$ cat src/rtl/atm_pkg.sv
// Shared state encodings and default parameter values for the ATM transaction controller.
package atm_pkg;

  localparam int unsigned DefPinW        = 16;
  localparam int unsigned DefAmtW        = 16;
  localparam int unsigned DefBalW        = 24;
  localparam int unsigned DefMaxTries    = 3;
  localparam int unsigned DefLockCycles  = 120;
  localparam int unsigned DefIdleTimeout = 1000;

  typedef enum logic [2:0] {
    StIdle     = 3'd0,
    StPin      = 3'd1,
    StMenu     = 3'd2,
    StShowBal  = 3'd3,
    StAmount   = 3'd4,
    StDispense = 3'd5
  } atm_state_e;

endpackage

$ cat src/rtl/atm_lockout.sv
// Wrong-PIN attempt counter and lockout timer.
module atm_lockout import atm_pkg::*; #(
  parameter int unsigned MAX_TRIES   = DefMaxTries,
  parameter int unsigned LOCK_CYCLES = DefLockCycles
) (
  input  logic                             clk,
  input  logic                             reset_n,
  input  logic                             fail,
  input  logic                             success,
  output logic                             locked,
  output logic [$clog2(MAX_TRIES+1)-1:0]   tries_left
);

  localparam int unsigned TriesW = $clog2(MAX_TRIES + 1);
  localparam int unsigned CntW   = $clog2(LOCK_CYCLES + 1);

  logic [CntW-1:0]   cnt_q, cnt_d;
  logic              locked_d;
  logic [TriesW-1:0] tries_d;

  always_comb begin
    cnt_d    = cnt_q;
    locked_d = locked;
    tries_d  = tries_left;
    if (locked) begin
      // Unlock on the LOCK_CYCLES-th edge after the lockout began.
      if (cnt_q == CntW'(LOCK_CYCLES - 1)) begin
        locked_d = 1'b0;
        tries_d  = TriesW'(MAX_TRIES);
        cnt_d    = '0;
      end else begin
        cnt_d = cnt_q + CntW'(1);
      end
    end else if (success) begin
      tries_d = TriesW'(MAX_TRIES);
    end else if (fail) begin
      if (tries_left <= TriesW'(1)) begin
        tries_d  = '0;
        locked_d = 1'b1;
        cnt_d    = '0;
      end else begin
        tries_d = tries_left - TriesW'(1);
      end
    end
  end

  always_ff @(posedge clk) begin
    if (!reset_n) begin
      cnt_q      <= '0;
      locked     <= 1'b0;
      tries_left <= TriesW'(MAX_TRIES);
    end else begin
      cnt_q      <= cnt_d;
      locked     <= locked_d;
      tries_left <= tries_d;
    end
  end

endmodule

$ cat src/rtl/atm_txn_ctrl.sv
// ATM session controller: card insert, PIN check, menu, balance display and cash withdrawal.
module atm_txn_ctrl import atm_pkg::*; #(
  parameter int unsigned PIN_W        = DefPinW,
  parameter int unsigned AMT_W        = DefAmtW,
  parameter int unsigned BAL_W        = DefBalW,
  parameter int unsigned MAX_TRIES    = DefMaxTries,
  parameter int unsigned LOCK_CYCLES  = DefLockCycles,
  parameter int unsigned IDLE_TIMEOUT = DefIdleTimeout
) (
  input  logic                           clk,
  input  logic                           reset_n,
  input  logic                           card_in,
  input  logic                           pin_valid,
  input  logic [PIN_W-1:0]               pin_in,
  input  logic [PIN_W-1:0]               stored_pin,
  input  logic [BAL_W-1:0]               bal_in,
  input  logic                           sel_exit,
  input  logic                           sel_balance,
  input  logic                           sel_withdraw,
  input  logic                           amt_valid,
  input  logic [AMT_W-1:0]               amt_in,
  input  logic                           cash_done,
  output logic [2:0]                     state,
  output logic                           auth_ok,
  output logic                           locked,
  output logic [$clog2(MAX_TRIES+1)-1:0] tries_left,
  output logic                           pin_err,
  output logic                           insuff,
  output logic                           timeout,
  output logic                           dispense_req,
  output logic [AMT_W-1:0]               dispense_amt,
  output logic [BAL_W-1:0]               balance_out,
  output logic                           bal_valid
);

  localparam int unsigned TriesW = $clog2(MAX_TRIES + 1);
  localparam int unsigned IdleW  = $clog2(IDLE_TIMEOUT + 1);

  atm_state_e        state_q, state_d;
  logic [BAL_W-1:0]  bal_q, bal_d;
  logic [AMT_W-1:0]  damt_d;
  logic [IdleW-1:0]  idle_q, idle_d;
  logic              pin_err_d, insuff_d, timeout_d;
  logic              fail, success, activity, active_st;
  logic [BAL_W-1:0]  amt_ext, damt_ext;

  assign amt_ext  = BAL_W'(amt_in);
  assign damt_ext = BAL_W'(dispense_amt);
  assign activity = pin_valid | sel_exit | sel_balance | sel_withdraw | amt_valid;
  assign active_st = state_q inside {StPin, StMenu, StShowBal, StAmount};

  atm_lockout #(
    .MAX_TRIES  (MAX_TRIES),
    .LOCK_CYCLES(LOCK_CYCLES)
  ) u_lockout (
    .clk       (clk),
    .reset_n   (reset_n),
    .fail      (fail),
    .success   (success),
    .locked    (locked),
    .tries_left(tries_left)
  );

  always_comb begin
    state_d   = state_q;
    bal_d     = bal_q;
    damt_d    = dispense_amt;
    pin_err_d = 1'b0;
    insuff_d  = 1'b0;
    timeout_d = 1'b0;
    fail      = 1'b0;
    success   = 1'b0;
    idle_d    = '0;
    case (state_q)
      StIdle: begin
        if (card_in && !locked) begin
          state_d = StPin;
          bal_d   = bal_in;
        end
      end
      StPin: begin
        if (pin_valid) begin
          if (pin_in == stored_pin) begin
            state_d = StMenu;
            success = 1'b1;
          end else begin
            fail      = 1'b1;
            pin_err_d = 1'b1;
            if (tries_left <= TriesW'(1)) state_d = StIdle;
          end
        end
      end
      StMenu: begin
        if (sel_exit)          state_d = StIdle;
        else if (sel_balance)  state_d = StShowBal;
        else if (sel_withdraw) state_d = StAmount;
      end
      StShowBal: begin
        if (sel_exit)          state_d = StIdle;
        else if (sel_withdraw) state_d = StAmount;
      end
      StAmount: begin
        if (sel_exit) begin
          state_d = StIdle;
        end else if (amt_valid && (amt_in != '0)) begin
          if (amt_ext > bal_q) begin
            insuff_d = 1'b1;
            state_d  = StMenu;
          end else begin
            damt_d  = amt_in;
            state_d = StDispense;
          end
        end
      end
      StDispense: begin
        if (cash_done) begin
          bal_d   = (bal_q >= damt_ext) ? bal_q - damt_ext : '0;
          state_d = StIdle;
        end
      end
      default: state_d = StIdle;
    endcase

    // Inactivity watchdog; any strobe or state change restarts the count.
    if (active_st && !activity && (state_d == state_q)) begin
      if (idle_q == IdleW'(IDLE_TIMEOUT - 1)) begin
        state_d   = StIdle;
        timeout_d = 1'b1;
      end else begin
        idle_d = idle_q + IdleW'(1);
      end
    end
  end

  always_ff @(posedge clk) begin
    if (!reset_n) begin
      state_q      <= StIdle;
      bal_q        <= '0;
      idle_q       <= '0;
      pin_err      <= 1'b0;
      insuff       <= 1'b0;
      timeout      <= 1'b0;
      auth_ok      <= 1'b0;
      bal_valid    <= 1'b0;
      balance_out  <= '0;
      dispense_req <= 1'b0;
      dispense_amt <= '0;
    end else begin
      state_q      <= state_d;
      bal_q        <= bal_d;
      idle_q       <= idle_d;
      pin_err      <= pin_err_d;
      insuff       <= insuff_d;
      timeout      <= timeout_d;
      auth_ok      <= state_d inside {StMenu, StShowBal, StAmount, StDispense};
      bal_valid    <= (state_d == StShowBal);
      balance_out  <= (state_d == StShowBal) ? bal_d : '0;
      dispense_req <= (state_d == StDispense);
      dispense_amt <= damt_d;
    end
  end

  assign state = state_q;

endmodule
$ cat config.mk
export PLATFORM = sky130hd
export DESIGN_NAME = atm_txn_ctrl
export DESIGN_NICKNAME = d
export VERILOG_FILES = /design/src/rtl/atm_pkg.sv /design/src/rtl/atm_lockout.sv /design/src/rtl/atm_txn_ctrl.sv
export SDC_FILE = /design/constraint.sdc
export NUM_CORES = 1
export LEC_CHECK = 0
export ABC_AREA = 0
export CAP_MARGIN = 20
export CORE_MARGIN = 5
export CORE_UTILIZATION = 30
export CTS_CLUSTER_SIZE = 16
export DETAILED_ROUTE_END_ITERATION = 7
export HOLD_SLACK_MARGIN = 0.15
export PLACE_DENSITY = 0.51
export SLEW_MARGIN = 20
export SYNTH_ARGS = -nofsm -noshare
export SYNTH_HDL_FRONTEND = slang
export SYNTH_SLANG_ARGS = --single-unit
$ cat constraint.sdc
create_clock -name clk -period 6.05 [get_ports clk]
set_clock_uncertainty 0.2 [all_clocks]
set_input_delay 0.605 -clock clk [delete_from_list [all_inputs] [get_ports clk]]
set_output_delay 0.605 -clock clk [all_outputs]
set_load 0.02 [all_outputs]
==> reports/summary.txt, run 1 <==
Routed Antenna Nets = 0
clk_lat worst skew = 0.35 ns
input/output buffers = 132
combinational share of power = 19.6%
I/O pins = 133
hpwl dp = 11,640 um
vias in the first global route = 4,850
DR vias = 4,655
Seq cells post-synth = 93
switching pwr = 0.0004113 W
Mapped Area = 4940 um2
initial antenna violation count = 0
Max VDD drop = 0.1560 mV
Initial Utilization = 30.22%
Net Count, Synth = 711
met1 Usage GRT = 19.31%
die height = 138.3 um
root buf cell = clkbuf_16
antenna cells = 0
Post-synth ARST share = 0%
setup TNS = 0 ns
Clock power frac = 36.6%
global-route wire length before repair = 24,340 um
Layout area overhead = 36.96%
Finished Cell Area = 6765 um2
Die ar. = 19,130 um2
Crit. End Element = flip-flop
DRC viols = 0
Routed WL per cell = 15.83 um
GR met3 Demand/Resource = 4.385%
gate count of the mapped netlist = 595
worst hold path type = reg -> reg
synth unique cells = 63
Crit path arrival time = 3.69 ns
crit path time final = 3.704 ns
H-tree depth = 3
total routed wirelength = 15,010 um
GRT overflow = 0
Die X = 138.3 um
setup bufs post-CTS = 0
row cnt = 47
Setup Crit Path Kind = in -> reg
Sw Share = 28.25%
Worst Hold Path Cells = 1
R2R cell count = 10
Initial DRT Pass Iterations = 7
worst-path maximum fanout = 25
Max-Cap Viols = 0
final worst path period share = 61.22%
Leak Pwr = 2.570 nW
Slew Limit Headroom = 32.85%
Least-Margin Pin Slew = 1.007 ns
RSZ-0062 raised after global routing = no
hold buffers post-CTS = 0
commonest non-fill, non-tap cells in the layout = clkdlybuf4s50_1, nor2_1, dfxtp_1
CP Launch Type = primary input
register area share after synthesis = 37.69%
GRT Max-Usage Layer = met2
# setup viols final = 0
Syn Area/Cell = 8.302 um2
GP Congestion = 0.8688
critical path data required time = 6.04 ns
FMAX = 270.0 MHz
# clock sinks = 93
utilization after layout = 41.38%
largest net degree at the start of global routing = 44
DP Area = 6491 um2
sequential share of power = 43.7%
clk slew on worst S/H paths = 0.07 ns
Max Slew Vio Count = 0
CTS tree = yes
all-layer global routing usage = 15.60%
EDFF count, synth = 0
synth warn = 0
layout cells sized above 1 = 4.533%
final net count = 839
1st-iter DRT viols = 309
post_cts resized = 0
status = completed
internal power = 0.001045 W
vias per inst = 4.910
M2 GR Usage = 26.05%
final hold viol count = 0
CTS buffer count = 9
Most used DFF post-synth = dfxtp_1
PwrDens = 215.2 nW/um2
Clock Path Buffers = 2
core area = 16,350 um2
most common cell after layout, fill and taps aside = clkdlybuf4s50_1
-- cell type report --
type	instances	area, um2
Inverter	44	165.2
Multi-Input combinational cell	438	2830
Sequential cell	93	1862
Timing Repair Buffer	137	1359
Clock buffer	9	225.2
Fill cell	1708	9583
Tap cell	220	275.3
Clock inverter	7	48.80
-- kinds of logic (layout without fill, tap and decap cells) --
family	after synthesis	in the layout	synth area share (%)
AO/OA/AOI/OAI	140	140	19.00
XOR/XNOR	39	39	6.915
adder cells (fa/ha/maj)	35	35	9.017
buffers and inverters	64	197	5.142
flip-flops	93	93	37.69
multiplexers	1	1	0.2026
AND/OR/NAND/NOR	223	223	22.04
-- final timing paths --
path              slack [ns]                         end            startpoint
setup / recovery        2.35  balance_out[12]$_SDFF_PN0_            amt_in[12]
hold / removal          0.27        idle_q[0]$_SDFF_PP0_  idle_q[0]$_SDFF_PP0_
hold reg to reg         0.27        idle_q[0]$_SDFF_PP0_  idle_q[0]$_SDFF_PP0_
setup reg to reg        2.62  balance_out[12]$_SDFF_PN0_   bal_q[9]$_SDFF_PN0_
-- state kept, by name, indices dropped and copies added (netlist names), 2 cells and up --
register and cells:
state 3, u_lockout.cnt_q 7, dispense_amt 16, bal_q 24
u_lockout.tries_left 2, balance_out 24, idle_q 10
-- stage by stage --
step                      instances  hold WS (ns)  setup slack [ns]  total power, W
after global routing            948        0.3154             2.065        0.001530
final                           948        0.2678             2.346        0.001456
after global placement          932        0.2459             2.021       0.0009352
after floorplan                 595        0.2232             3.066       0.0008212
after detailed placement        932        0.2594             1.964       0.0009372
after CTS                       948        0.2761             2.319        0.001477
-- per-layer routing --
metal  vias up  wire length [um]
li1       2358                 -
met1      2145              6765
met2       140              7016
met3        12               994
met4         0               229
met5         -                 0
-- Yosys cell counts (4+ instances only) --
cell      count  share of area, %
a21o_1        9               1.4
a21oi_1      48               4.9
a222oi_1     15               3.0
a22oi_1       5              0.76
a31oi_1       5              0.63
and2_1        6              0.76
and3_1        7              0.89
clkbuf_1     15               1.1
dfxtp_1      93                38
ha_1         34               8.6
inv_1        42               3.2
nand2_1      25               1.9
nand2b_1      7              0.89
nand3_1      13               1.3
nand4_1       8               1.0
nor2_1      111               8.4
nor2b_1       7              0.89
nor3_1        5              0.51
nor4_1       12               1.5
o21a_1        4              0.61
o21ai_0      18               1.8
o21ai_1       7              0.71
xnor2_1      13               2.3
xor2_1       26               4.6
-- power groups by stage --
stage / combinational [W] / clock [W] / sequential, W
2_1_floorplan: 0.000174 / 0 / 0.000647
3_3_place_gp: 0.000284 / 0 / 0.000651
3_5_place_dp: 0.000286 / 0 / 0.000651
4_1_cts: 0.000288 / 0.000553 / 0.000637
5_1_grt: 0.000315 / 0.000576 / 0.000639
6_report: 0.000286 / 0.000533 / 0.000637
-- worst max-delay path, cell delays in order --
cell and delay, ns:
clkdlybuf4s50_1 0.47, ha_1 0.33, nand3_1 0.08, nor4_1 0.47
a221o_1 0.23, o211ai_1 0.16, and2_1 0.22, o21bai_2 0.17
or2_1 0.80, nor2_1 0.14
Power figures use the tool's default switching activity.
==> run 2: changes to the inputs <==
==> constraint.sdc (replaced) <==
create_clock -name clk -period 3.72 [get_ports clk]
set_clock_uncertainty 0.2 [all_clocks]
set_input_delay 0.372 -clock clk [delete_from_list [all_inputs] [get_ports clk]]
set_output_delay 0.372 -clock clk [all_outputs]
set_load 0.02 [all_outputs]
==> run 2 against run 1 <==
Compared with the run above: design area grew 1.7%; sequential share of layout area decreased by 0.45 points; wire length fell by 2.2%; count of clock-buffer cells in the layout up 2; clock power grew 88%; critical path depth is 1 higher; via count rose by 0.43%; sequential power rose by 63%; first-iteration DRC count down 37%; global-route usage down 0.21 points; highest routed layer unchanged; die area stayed put; power is 72% higher.
==> reports/summary.txt, run 2 (synthesis gave the netlist of run 1 again) <==
Die ar. = 19,130 um2
total routed wirelength = 14,670 um
antenna cells = 0
all-layer global routing usage = 15.40%
Layout area overhead = 39.24%
input/output buffers = 132
Leak Pwr = 2.625 nW
Finished Cell Area = 6878 um2
Crit. End Element = flip-flop
DRC viols = 0
CP Launch Type = flip-flop
Least-Margin Pin Slew = 0.7781 ns
Max-Cap Viols = 0
Clock Path Buffers = 2
final worst path period share = 85.19%
utilization after layout = 42.07%
Initial Utilization = 30.22%
vias in the first global route = 4,826
Initial DRT Pass Iterations = 5
Routed Antenna Nets = 0
largest net degree at the start of global routing = 25
hold buffers post-CTS = 0
worst-path maximum fanout = 6
FMAX = 315.5 MHz
most common cell after layout, fill and taps aside = clkdlybuf4s50_1
crit path time final = 3.169 ns
switching pwr = 0.0006470 W
vias per inst = 4.890
CTS tree = yes
post_cts resized = 0
Sw Share = 25.87%
Overall Power = 0.002501 W
Clock power frac = 40.1%
clk_lat worst skew = 0.35 ns
final net count = 847
Max VDD drop = 0.2133 mV
Slew Limit Headroom = 47.78%
row cnt = 47
layout cells sized above 1 = 5.435%
# setup viols final = 0
commonest non-fill, non-tap cells in the layout = clkdlybuf4s50_1, nor2_1, dfxtp_1
status = completed
I/O pins = 133
DR vias = 4,675
initial antenna violation count = 0
Die X = 138.3 um
DP Area = 6551 um2
RSZ-0062 raised after global routing = no
Routed WL per cell = 15.35 um
clk slew on worst S/H paths = 0.06 ns
GP Congestion = 0.8842
global-route wire length before repair = 24,260 um
setup TNS = 0 ns
final hold slack = 0.2685 ns
Crit path arrival time = 3.20 ns
H-tree depth = 3
Max Slew Vio Count = 0
final hold viol count = 0
worst hold path type = reg -> reg
root buf cell = clkbuf_16
GRT overflow = 0
Top Registers = bal_q: 24 flops, balance_out: 24 flops, dispense_amt: 16 flops
combinational share of power = 18.5%
PwrDens = 363.6 nW/um2
critical path data required time = 3.75 ns
die height = 138.3 um
CTS buffer count = 9
core area = 16,350 um2
setup bufs post-CTS = 0
sequential share of power = 41.4%
1st-iter DRT viols = 196
hpwl dp = 11,880 um
Setup Crit Path Kind = reg -> reg
internal power = 0.001854 W
# clock sinks = 93
run 2: worst max-delay path: stages, from the launching register on:
cell	delay, ns
dfxtp_1	0.36
ha_1	0.19
inv_1	0.06
fa_1	0.40
a21o_1	0.22
a31oi_2	0.23
nor3_2	0.10
nor4b_4	0.40
a21oi_1	0.23
a21o_1	0.20
a221o_1	0.30
and2_1	0.16
run 2: area by class of cell:
type	instances	area, um2
clock buffer	11	242.7
clock inverter	5	83.83
fill	1672	9470
inverter	44	165.2
multi-input combinational	438	2830
sequential	93	1862
tap	220	275.3
timing repair buffer	145	1419
run 2: final timing paths:
path / depth (start not counted) / startpoint / slack [ns] / end
setup reg to reg: 11 / dispense_amt[0]$_SDFFE_PN0P_ / 0.55 / bal_q[20]$_SDFF_PN0_
hold reg to reg: 1 / idle_q[0]$_SDFF_PP0_ / 0.27 / idle_q[0]$_SDFF_PP0_
hold / removal: 1 / idle_q[0]$_SDFF_PP0_ / 0.27 / idle_q[0]$_SDFF_PP0_
setup / recovery: 11 / dispense_amt[0]$_SDFFE_PN0P_ / 0.55 / bal_q[20]$_SDFF_PN0_
run 2: power by group through the flow:
stage	logic (W)	clock network (W)	registers (W)
after detailed placement	0.000465	0	0.00106
final	0.000463	0.00100	0.00104
after global placement	0.000462	0	0.00106
after floorplan	0.000283	0	0.00105
after global routing	0.000519	0.00107	0.00104
after CTS	0.000468	0.00103	0.00104
run 2: routing by layer:
layer / GRT usage (%) / part of all wire [%] / wire length (um)
met3: 4.869 / 7.0 / 1022
met4: 4.680 / 1.4 / 206
met2: 26.39 / 47 / 6955
met5: 0 / 0 / 0
met1: 18.47 / 44 / 6488
run 2: metrics by stage:
stage               setup WS [ns]  std cells
floorplan                  0.7364        595
global placement           0.5029        940
detailed placement         0.4523        940
CTS                        0.5394        956
global route               0.3343        956
finish                     0.5509        956
